`src/rtl/seq_mult8_pkg.sv`:
```
`default_nettype none
// ============================================================================
// Module      : seq_mult_pkg
// Description : Shared definitions for the seq_mult8 sequential multiplier:
//               operand/product widths, last iteration index and the FSM
//               state encoding.
// Revision    : 1.0  initial release
// ============================================================================
package seq_mult_pkg;

    localparam int unsigned MULT_W    = 8;
    localparam int unsigned PROD_W    = 16;
    localparam int unsigned ITER_LAST = 7;
    localparam int unsigned CNT_W     = 3;

    typedef enum logic [1:0] {
        IDLE = 2'd0,
        CALC = 2'd1,
        DONE = 2'd2
    } state_t;

endpackage : seq_mult_pkg
`default_nettype wire

```
`src/rtl/seq_mult8_if.sv`:
```
`default_nettype none
// ============================================================================
// Module      : seq_mult8_if
// Description : Operand and product valid/ready handshakes of seq_mult8.
//               master : operand producer / product consumer (testbench side)
//               slave  : the multiplier
//   in_valid/in_ready/mcand/mplier   operand pair channel
//   out_valid/out_ready/product      product channel
// Revision    : 1.0  initial release
// ============================================================================
interface seq_mult8_if;
    import seq_mult_pkg::*;

    logic              in_valid;
    logic              in_ready;
    logic [MULT_W-1:0] mcand;
    logic [MULT_W-1:0] mplier;
    logic              out_valid;
    logic              out_ready;
    logic [PROD_W-1:0] product;

    modport master (
        output in_valid, mcand, mplier, out_ready,
        input  in_ready, out_valid, product
    );

    modport slave (
        input  in_valid, mcand, mplier, out_ready,
        output in_ready, out_valid, product
    );

endinterface : seq_mult8_if
`default_nettype wire

```
`src/rtl/seq_mult8_hybrid_adder.sv`:
```
`default_nettype none
// ============================================================================
// Module      : hybrid_adder
// Description : 8-bit unsigned adder. Low nibble is ripple-carry; the high
//               nibble is carry-select, precomputing both carry-in outcomes
//               and choosing with the low-nibble carry.
//   a, b    in  8  addends
//   cy_in   in  1  carry in
//   sum     out 8  a + b + cy_in (low 8 bits)
//   cy_out  out 1  carry out
// Revision    : 1.0  initial release
// ============================================================================
module hybrid_adder (
    input  wire logic [7:0] a,
    input  wire logic [7:0] b,
    input  wire logic       cy_in,
    output logic      [7:0] sum,
    output logic            cy_out
);

    logic [4:0] w_c;
    logic [4:0] w_hi0;
    logic [4:0] w_hi1;

    assign w_c[0] = cy_in;

    generate
        for (genvar i = 0; i < 4; i++) begin : g_ripple
            assign sum[i]   = a[i] ^ b[i] ^ w_c[i];
            assign w_c[i+1] = (a[i] & b[i]) | (w_c[i] & (a[i] ^ b[i]));
        end
    endgenerate

    assign w_hi0 = {1'b0, a[7:4]} + {1'b0, b[7:4]};
    assign w_hi1 = {1'b0, a[7:4]} + {1'b0, b[7:4]} + 5'd1;

    assign {cy_out, sum[7:4]} = w_c[4] ? w_hi1 : w_hi0;

endmodule : hybrid_adder
`default_nettype wire

```
`src/rtl/seq_mult8.sv`:
```
`default_nettype none
// ============================================================================
// Module      : seq_mult8
// Description : Sequential 8x8 unsigned shift-and-add multiplier, 16-bit
//               product. One partial-product accumulation per cycle through
//               hybrid_adder; 8 iterations per operand pair.
//   clk        in   rising-edge clock
//   rst_n      in   asynchronous active-low reset
//   bus        slave modport of seq_mult8_if (operand / product handshakes)
// Optional    : SEQ_MULT_ZERO_SKIP_EN - a zero operand at accept jumps
//               straight to DONE with product 0 (latency 1 instead of 9).
// Revision    : 1.0  initial release
// ============================================================================
module seq_mult8
    import seq_mult_pkg::*;
(
    input  wire logic  clk,
    input  wire logic  rst_n,
    seq_mult8_if.slave bus
);

    state_t            r_state;
    state_t            w_state_nxt;
    logic [MULT_W-1:0] r_m;
    logic [MULT_W-1:0] r_acc;
    logic [MULT_W-1:0] r_q;
    logic [CNT_W-1:0]  r_cnt;

    logic              w_in_ready;
    logic              w_out_valid;
    logic              w_accept;
    logic              w_zero;
    logic [MULT_W-1:0] w_b;
    logic [MULT_W-1:0] w_sum;
    logic              w_cy;

    // Partial product: add the multiplicand only when the current LSB of Q is set.
    assign w_b = r_q[0] ? r_m : '0;

    hybrid_adder u_adder (
        .a      (r_acc),
        .b      (w_b),
        .cy_in  (1'b0),
        .sum    (w_sum),
        .cy_out (w_cy)
    );

`ifdef SEQ_MULT_ZERO_SKIP_EN
    assign w_zero = (bus.mcand == '0) || (bus.mplier == '0);
`else
    assign w_zero = 1'b0;
`endif

    assign w_accept = (r_state == IDLE) && bus.in_valid;

    always_ff @(posedge clk or negedge rst_n) begin
        if (!rst_n) begin
            r_state <= IDLE;
        end else begin
            r_state <= w_state_nxt;
        end
    end

    // Handshake outputs decode from the registered state only.
    always_comb begin
        w_state_nxt = r_state;
        w_in_ready  = 1'b0;
        w_out_valid = 1'b0;
        case (r_state)
            IDLE: begin
                w_in_ready = 1'b1;
                if (bus.in_valid) begin
                    w_state_nxt = w_zero ? DONE : CALC;
                end
            end
            CALC: begin
                if (r_cnt == CNT_W'(ITER_LAST)) begin
                    w_state_nxt = DONE;
                end
            end
            DONE: begin
                w_out_valid = 1'b1;
                if (bus.out_ready) begin
                    w_state_nxt = IDLE;
                end
            end
            default: begin
                w_state_nxt = IDLE;
            end
        endcase
    end

    always_ff @(posedge clk or negedge rst_n) begin
        if (!rst_n) begin
            r_m   <= '0;
            r_acc <= '0;
            r_q   <= '0;
            r_cnt <= '0;
        end else if (w_accept) begin
            r_m   <= bus.mcand;
            r_acc <= '0;
            // On a zero skip Q is cleared so {ACC,Q} already reads as 0 in DONE.
            r_q   <= w_zero ? '0 : bus.mplier;
            r_cnt <= '0;
        end else if (r_state == CALC) begin
            // {cy_out, sum, Q} >> 1, keeping the low 16 bits: carry lands in ACC[7].
            {r_acc, r_q} <= {w_cy, w_sum, r_q[MULT_W-1:1]};
            r_cnt        <= r_cnt + 1'b1;
        end
    end

    assign bus.in_ready  = w_in_ready;
    assign bus.out_valid = w_out_valid;
    assign bus.product   = (r_state == DONE) ? {r_acc, r_q} : '0;

endmodule : seq_mult8
`default_nettype wire

```
`src/flat_wrapper.sv`:
```
// flat-port wrapper written by rule: the top's interface ports become plain ports
module seq_mult8_flat import seq_mult_pkg::*;
  (clk, rst_n, bus_in_valid, bus_mcand, bus_mplier, bus_out_ready, bus_in_ready, bus_out_valid, bus_product);
  seq_mult8_if bus_i ();
  input  wire logic clk;
  input  wire logic rst_n;
  input wire logic [$bits(bus_i.in_valid)-1:0] bus_in_valid;
  input wire logic [$bits(bus_i.mcand)-1:0] bus_mcand;
  input wire logic [$bits(bus_i.mplier)-1:0] bus_mplier;
  input wire logic [$bits(bus_i.out_ready)-1:0] bus_out_ready;
  output wire logic [$bits(bus_i.in_ready)-1:0] bus_in_ready;
  output wire logic [$bits(bus_i.out_valid)-1:0] bus_out_valid;
  output wire logic [$bits(bus_i.product)-1:0] bus_product;
  assign bus_i.in_valid = bus_in_valid;
  assign bus_i.mcand = bus_mcand;
  assign bus_i.mplier = bus_mplier;
  assign bus_i.out_ready = bus_out_ready;
  assign bus_in_ready = bus_i.in_ready;
  assign bus_out_valid = bus_i.out_valid;
  assign bus_product = bus_i.product;
  seq_mult8 u_core (.clk(clk), .rst_n(rst_n), .bus(bus_i));
endmodule
```
`config.mk`:
```
export PLATFORM = sky130hd
export DESIGN_NAME = seq_mult8_flat
export DESIGN_NICKNAME = d
export VERILOG_FILES = /design/src/rtl/seq_mult8_pkg.sv /design/src/rtl/seq_mult8_if.sv /design/src/rtl/seq_mult8_hybrid_adder.sv /design/src/rtl/seq_mult8.sv /design/src/flat_wrapper.sv
export SDC_FILE = /design/constraint.sdc
export NUM_CORES = 1
export LEC_CHECK = 0
export BUFFER_PORTS_ARGS = -buffer_cell sky130_fd_sc_hd__buf_2
export CAP_MARGIN = 40
export CORE_ASPECT_RATIO = 0.75
export CORE_MARGIN = 4
export CORE_UTILIZATION = 40
export DETAILED_ROUTE_END_ITERATION = 10
export PLACE_DENSITY = 0.73
export SLEW_MARGIN = 10
export SYNTH_ARGS = -nofsm -noshare
export SYNTH_HDL_FRONTEND = slang
export SYNTH_SLANG_ARGS = --single-unit
```
`constraint.sdc`:
```
create_clock -name clk -period 7.1 [get_ports clk]
set_clock_uncertainty 0.2 [all_clocks]
set_input_delay 0.355 -clock clk [delete_from_list [all_inputs] [get_ports clk]]
set_output_delay 0.355 -clock clk [all_outputs]
set_load 0.01 [all_outputs]
```
# --- Word-level counts from Yosys, hierarchy flattened ---
# Cells that the tools add are included.
word_totals:
  reg_bits: 29
  latch_bits: 0
  mem_bits_rw: 0
  romBits: 0
  in_bits: 20
  out_inout_bits: 18
  wordCells: 50
  mem_count: 0
op_classes:
  addsub: 3
  n_mul: 0
  div_mod_pow: 0
  n_lt_le_gt_ge: 0
  n_eq_ne: 6
  shift: 0
  muxes: 15
  bitwise_logic: 17
  n_reduce_logical: 4
op_table:
  columns: ["cell", "count"]
  rows:
  - ["8-bit two-way mux", 5]
  - ["16-bit two-way mux", 1]
  - ["1-bit AND", 7]
  - ["1-bit XOR", 7]
  - ["2-bit two-way mux", 3]
  - ["3-bit two-way mux", 2]
  - ["2-bit one-hot mux with 3 select lines", 1]
  - ["4-bit by 4-bit adder with 5-bit output", 1]
  - ["5-bit by 1-bit adder with 5-bit output (second input constant)", 1]
  - ["5-bit two-way mux", 1]
  - ["2-bit != test (second input constant)", 2]
  - ["3-bit by 1-bit adder with 3-bit output (second input constant)", 1]
  - ["3-bit == test (second input constant)", 1]
  - ["1-bit OR", 3]
  - ["3-bit AND reduction", 1]
  - ["2-bit by 1-bit == test with 1-bit output (second input constant)", 1]
  - ["2-bit == test (second input constant)", 1]
  - ["2-bit logical NOT", 1]
  - ["1-bit two-way mux", 2]
  - ["2-bit by 1-bit != test with 1-bit output (second input constant)", 1]
  - ["2-bit nonzero test", 1]
  - ["1-bit logical AND", 1]

# --- Longest topological paths before layout ---
depth:
  ltp_word: 11
  ltp_mapped: 12
  ltp_nobuf: 11

# --- Cells and area by module ---
# A second synthesis with hierarchy kept.
unflattened:
  cells_unflattened: 164
  hier_area_um2: 1801.7
modules_own_cells:
  columns: ["module", "instances", "cells_each", "area_per_inst_um2", "seq_area_each_um2"]
  rows:
  - ["seq_mult8", 1, 124, 1437.6, 725.7]
  - ["hybrid_adder", 1, 40, 364.1, 0.0]

# --- Worst setup path after synthesis ---
# No wires, ideal clock.
synth_timing:
  path_type: "reg2reg"
  startpoint: "reg u_core.r_q[0]"
  endpoint: "reg u_core.r_acc[7]"
  setup_ps: 133
  arrival_ps: 2610
  required_time_ps: 6767
  path_slack_ps: 4158
  stages_incl_launch_ff: 13
  n_path_buf: 1
  synth_period_minus_slack_ps: 2942
  cell_sequence: "dfrtp_1 -> clkbuf_1 -> and2_1 -> ha_1 -> inv_1 -> fa_1 -> fa_1 -> inv_1 -> fa_1 -> nand2_1 -> a2111oi_0 -> or2_1 -> o211ai_2"
synth_via:
  elab_chain_cells: 11
  word_cells_on_any_way: 19
  cone_classes: "add/sub: 2; mux: 4; bitwise: 13"
synth_rtl:
  columns: ["element", "line", "rtl"]
  rows:
  - ["start: declaration", "seq_mult8.sv:26", "logic [MULT_W-1:0] r_q;"]
  - ["start signal: assignment", "seq_mult8.sv:103", "r_q <= w_zero ? '0 : bus.mplier;"]
  - ["start signal: assignment", "seq_mult8.sv:107", "{r_acc, r_q} <= {w_cy, w_sum, r_q[MULT_W-1:1]};"]
  - ["8-bit two-way mux *", "seq_mult8.sv:38", "assign w_b = r_q[0] ? r_m : '0;"]
  - ["branches (longest 7 deep; another with 4-bit by 4-bit adder with 5-bit output)", null, null]
  - ["5-bit two-way mux *", "seq_mult8_hybrid_adder.sv:37", "assign {cy_out, sum[7:4]} = w_c[4] ? w_hi1 : w_hi0;"]
  - ["8-bit two-way mux *", "seq_mult8.sv:105", "end else if (r_state == CALC) begin"]
  - ["8-bit two-way mux *", "seq_mult8.sv:99", "end else if (w_accept) begin"]
  - ["end signal: assignment", "seq_mult8.sv:107", null]
  - ["end: declaration", "seq_mult8.sv:25", "logic [MULT_W-1:0] r_acc;"]
# Every way passes the cells marked *. The select of a mux whose other input is x is not followed.
# A chain may end at the register's enable or synchronous reset.

# --- Worst setup path in the final report ---
# Ends and elaborated chain as after synthesis.

==> reports/metrics.cfg <==
[route]
avgRoutedWirePerCell_um=13.28
drcViolationCount=0
drt_iter0_drc=101
vias=1386
drtAntennaViolNets=0
routed_wl_um=3759
viasPerCell=4.898
firstDrtPassIters=4

[logic_synthesis]
syn_inst=190
async_reset_ff_share_pct=100.0
ys_seq_elements=29
synth_nets=222
avgSynthCellArea_um2=8.844
synth_edf_count=0
yosys-top-cells-count=46 x nand2_1, 29 x dfrtp_1, 18 x and2_1
synth_top_area_share_pct=43.19
synth_top_area_cell=dfrtp_1
syn_area_mm2=0.001680
synth-seq-area-share_pct=43.19
synthFlopType=dfrtp_1
yosysUniqueCellTypes=33
synth_most_common_cell=nand2_1
yosys-top-cells-area=dfrtp_1 43%, nand2_1 10%, and2_1 6.7%
yosysWarnings=0

[worst_setup_path]
worstPathMaxFanout=10
cp.buffers_inverters=2
path_class=reg -> reg
critPathMaxStageDelay_ns=0.47
cp_data_required_time_ns=7.05
worstPathArrival_ns=3.11
critPathLaunchType=flop
cp_cell_sequence=and2_1, ha_1, inv_1, fa_1, fa_1, inv_1, fa_1, nand2_1, a2111oi_0, or2_1, o211ai_2
slowest_stage=dfrtp_1
crit_family=adder cells
cp-end-kind=flop
path_common_cell=fa_1

[pwr]
fin_total_pwr_w=0.0007373
p_clk_share_pct=20.2
p_comb_share_pct=39.3
netSwitchingPower_w=0.0002919
power_frac_seq_pct=40.5
sw_frac_of_total_pct=39.59
ir_worst_vdd_v=0.0001645
p_int_w=0.0004454
powerDensity_mw_per_mm2=365.6
p_leak_nw=1.017

[clocking]
clk_path_buf_depth=2
htreeDepth=2
clock_sinks=29
cts_setup_buffers=0
numCtsBuffers=5
cts_resized=0
hold_buffers=1
cts.reportedPaths.clkPinSlew_ns=0.06
cts_root_buffer=clkbuf_8
cts_tree=yes
clock_latency_ns=0.28

[timing]
post-route-worst-setup-slack_ns=3.944
clock.fmax_mhz=316.8
maxSlewViolCount=0
fin_setup_tns_ns=0
hold_violations=0
period_minus_slack_ns=3.156
slew_headroom_pct=45.11
fin_crit_sh_pct=44.45
whs_ns=0.04928
finalSetupViolations=0
worstMarginPinSlew_ns=0.8217
grt_setup_unrepaired=false

[grt]
antenna_found_initial=0
grt_max_degree=30
grt_pass1_wl_um=6230
grt_use_met2_pct=20.60
gr-total-overflow=0
track_usage_pct=14.81
busiest_layer=met1
met1_usage_pct=21.01
met3_usage_pct=5.799
grt_pass1_vias=1287

[cells_and_area]
fillers=403
antennaDiodeCount=0
fin_nets=259
syn_to_final_growth_pct=20.03
drive_gt1_share_pct=21.49
design_area_mm2=0.002017

[placed_design]
hpwl_um=2737
post_dp_cell_area_mm2=0.001906
place_congestion=0.7749
post-place-ws_ns=3.975
place.port_buffers=37

[die]
num_io_pins=38
fp-row-count=20
dieWidth_um=82.84
die_h_um=64.13
die-area_mm2=0.005313
initial_core_util_pct=41.45
core_mm2=0.004054

[outcome]
outcome=finished clean

[run]
maxCapViolCount=0

[hold_path]
hold_path_class=in -> reg

[flip-flops by register name, indices dropped and copies added, names as in the netlist]
signal,count
u_core.r_acc,8
u_core.r_m,8
u_core.r_q,8
u_core.r_cnt,3
u_core.r_state,2
[power by group through the flow]
stage	clock network, W	logic, W	registers (W)
after floorplan	0	0.000238	0.000274
after global placement	0	0.000285	0.000299
after detailed placement	0	0.000291	0.000301
after CTS	0.000152	0.000293	0.000299
after global routing	0.000161	0.000334	0.000309
final	0.000149	0.000290	0.000299
[final timing paths]
| check | start | cells after the start | end | slack (ns) |
|---|---|---|---|---|
| max | u_core.r_q[0] | 11 | u_core.r_acc[7] | 3.94 |
| min | bus_out_ready | 2 | u_core.r_state[1] | 0.05 |
| max reg2reg | u_core.r_q[0] | 11 | u_core.r_acc[7] | 3.94 |
| min reg2reg | u_core.r_m[5] | 2 | u_core.r_m[5] | 0.28 |
| max in group asynchronous | rst_n | 2 | u_core.r_acc[3] | 5.85 |
| min in group asynchronous | rst_n | 2 | u_core.r_acc[7] | 0.43 |
[layout by cell type (no fill, tap or decap), types with 2 or more instances in the layout]
cell type / netlist / layout
o21ai_1: 4 / 4
a21oi_1: 2 / 2
xnor2_1: 2 / 2
and2_1: 18 / 18
nor2b_1: 4 / 4
inv_1: 10 / 10
fa_1: 4 / 4
clkbuf_8: 0 / 7
dfrtp_1: 29 / 29
ha_1: 8 / 8
nand2_1: 46 / 46
o21ai_0: 16 / 16
a22oi_1: 8 / 8
nor2_1: 5 / 5
nand3_1: 8 / 8
buf_2: 2 / 37
[per-layer routing]
layer	wire [um]	vias to the layer above
met1	1883	641
met2	1616	41
met3	259	0
met5	0	-
li1	-	704
met4	0	0
[metrics by stage]
stage	utilization (%)	instances
after CTS	49.75	283
after global routing	49.75	283
final	49.75	283
after floorplan	-	190
after detailed placement	47.01	274
after global placement	46.82	273
[layout make-up]
type / count / area, um2 / share of cell area, %
tap: 55 / 68.82 / 3.412
clock inverter: 1 / 5.005 / 0.2481
timing repair buffer: 39 / 202.7 / 10.05
clock buffer: 7 / 96.34 / 4.777
sequential: 29 / 725.7 / 35.98
inverter: 10 / 37.54 / 1.861
multi-input combinational: 142 / 880.8 / 43.67
[cell families after synthesis]
| kind of cell | after synthesis | synth area share (%) |
|---|---|---|
| flip-flops | 29 | 43.19 |
| AND/OR/NAND/NOR | 90 | 25.76 |
| XOR/XNOR | 3 | 2.011 |
| adder cells (fa/ha/maj) | 12 | 10.72 |
| buffers and inverters | 19 | 4.394 |
| AO/OA/AOI/OAI | 37 | 13.92 |
No activity file was read; power rests on OpenSTA's default activity.
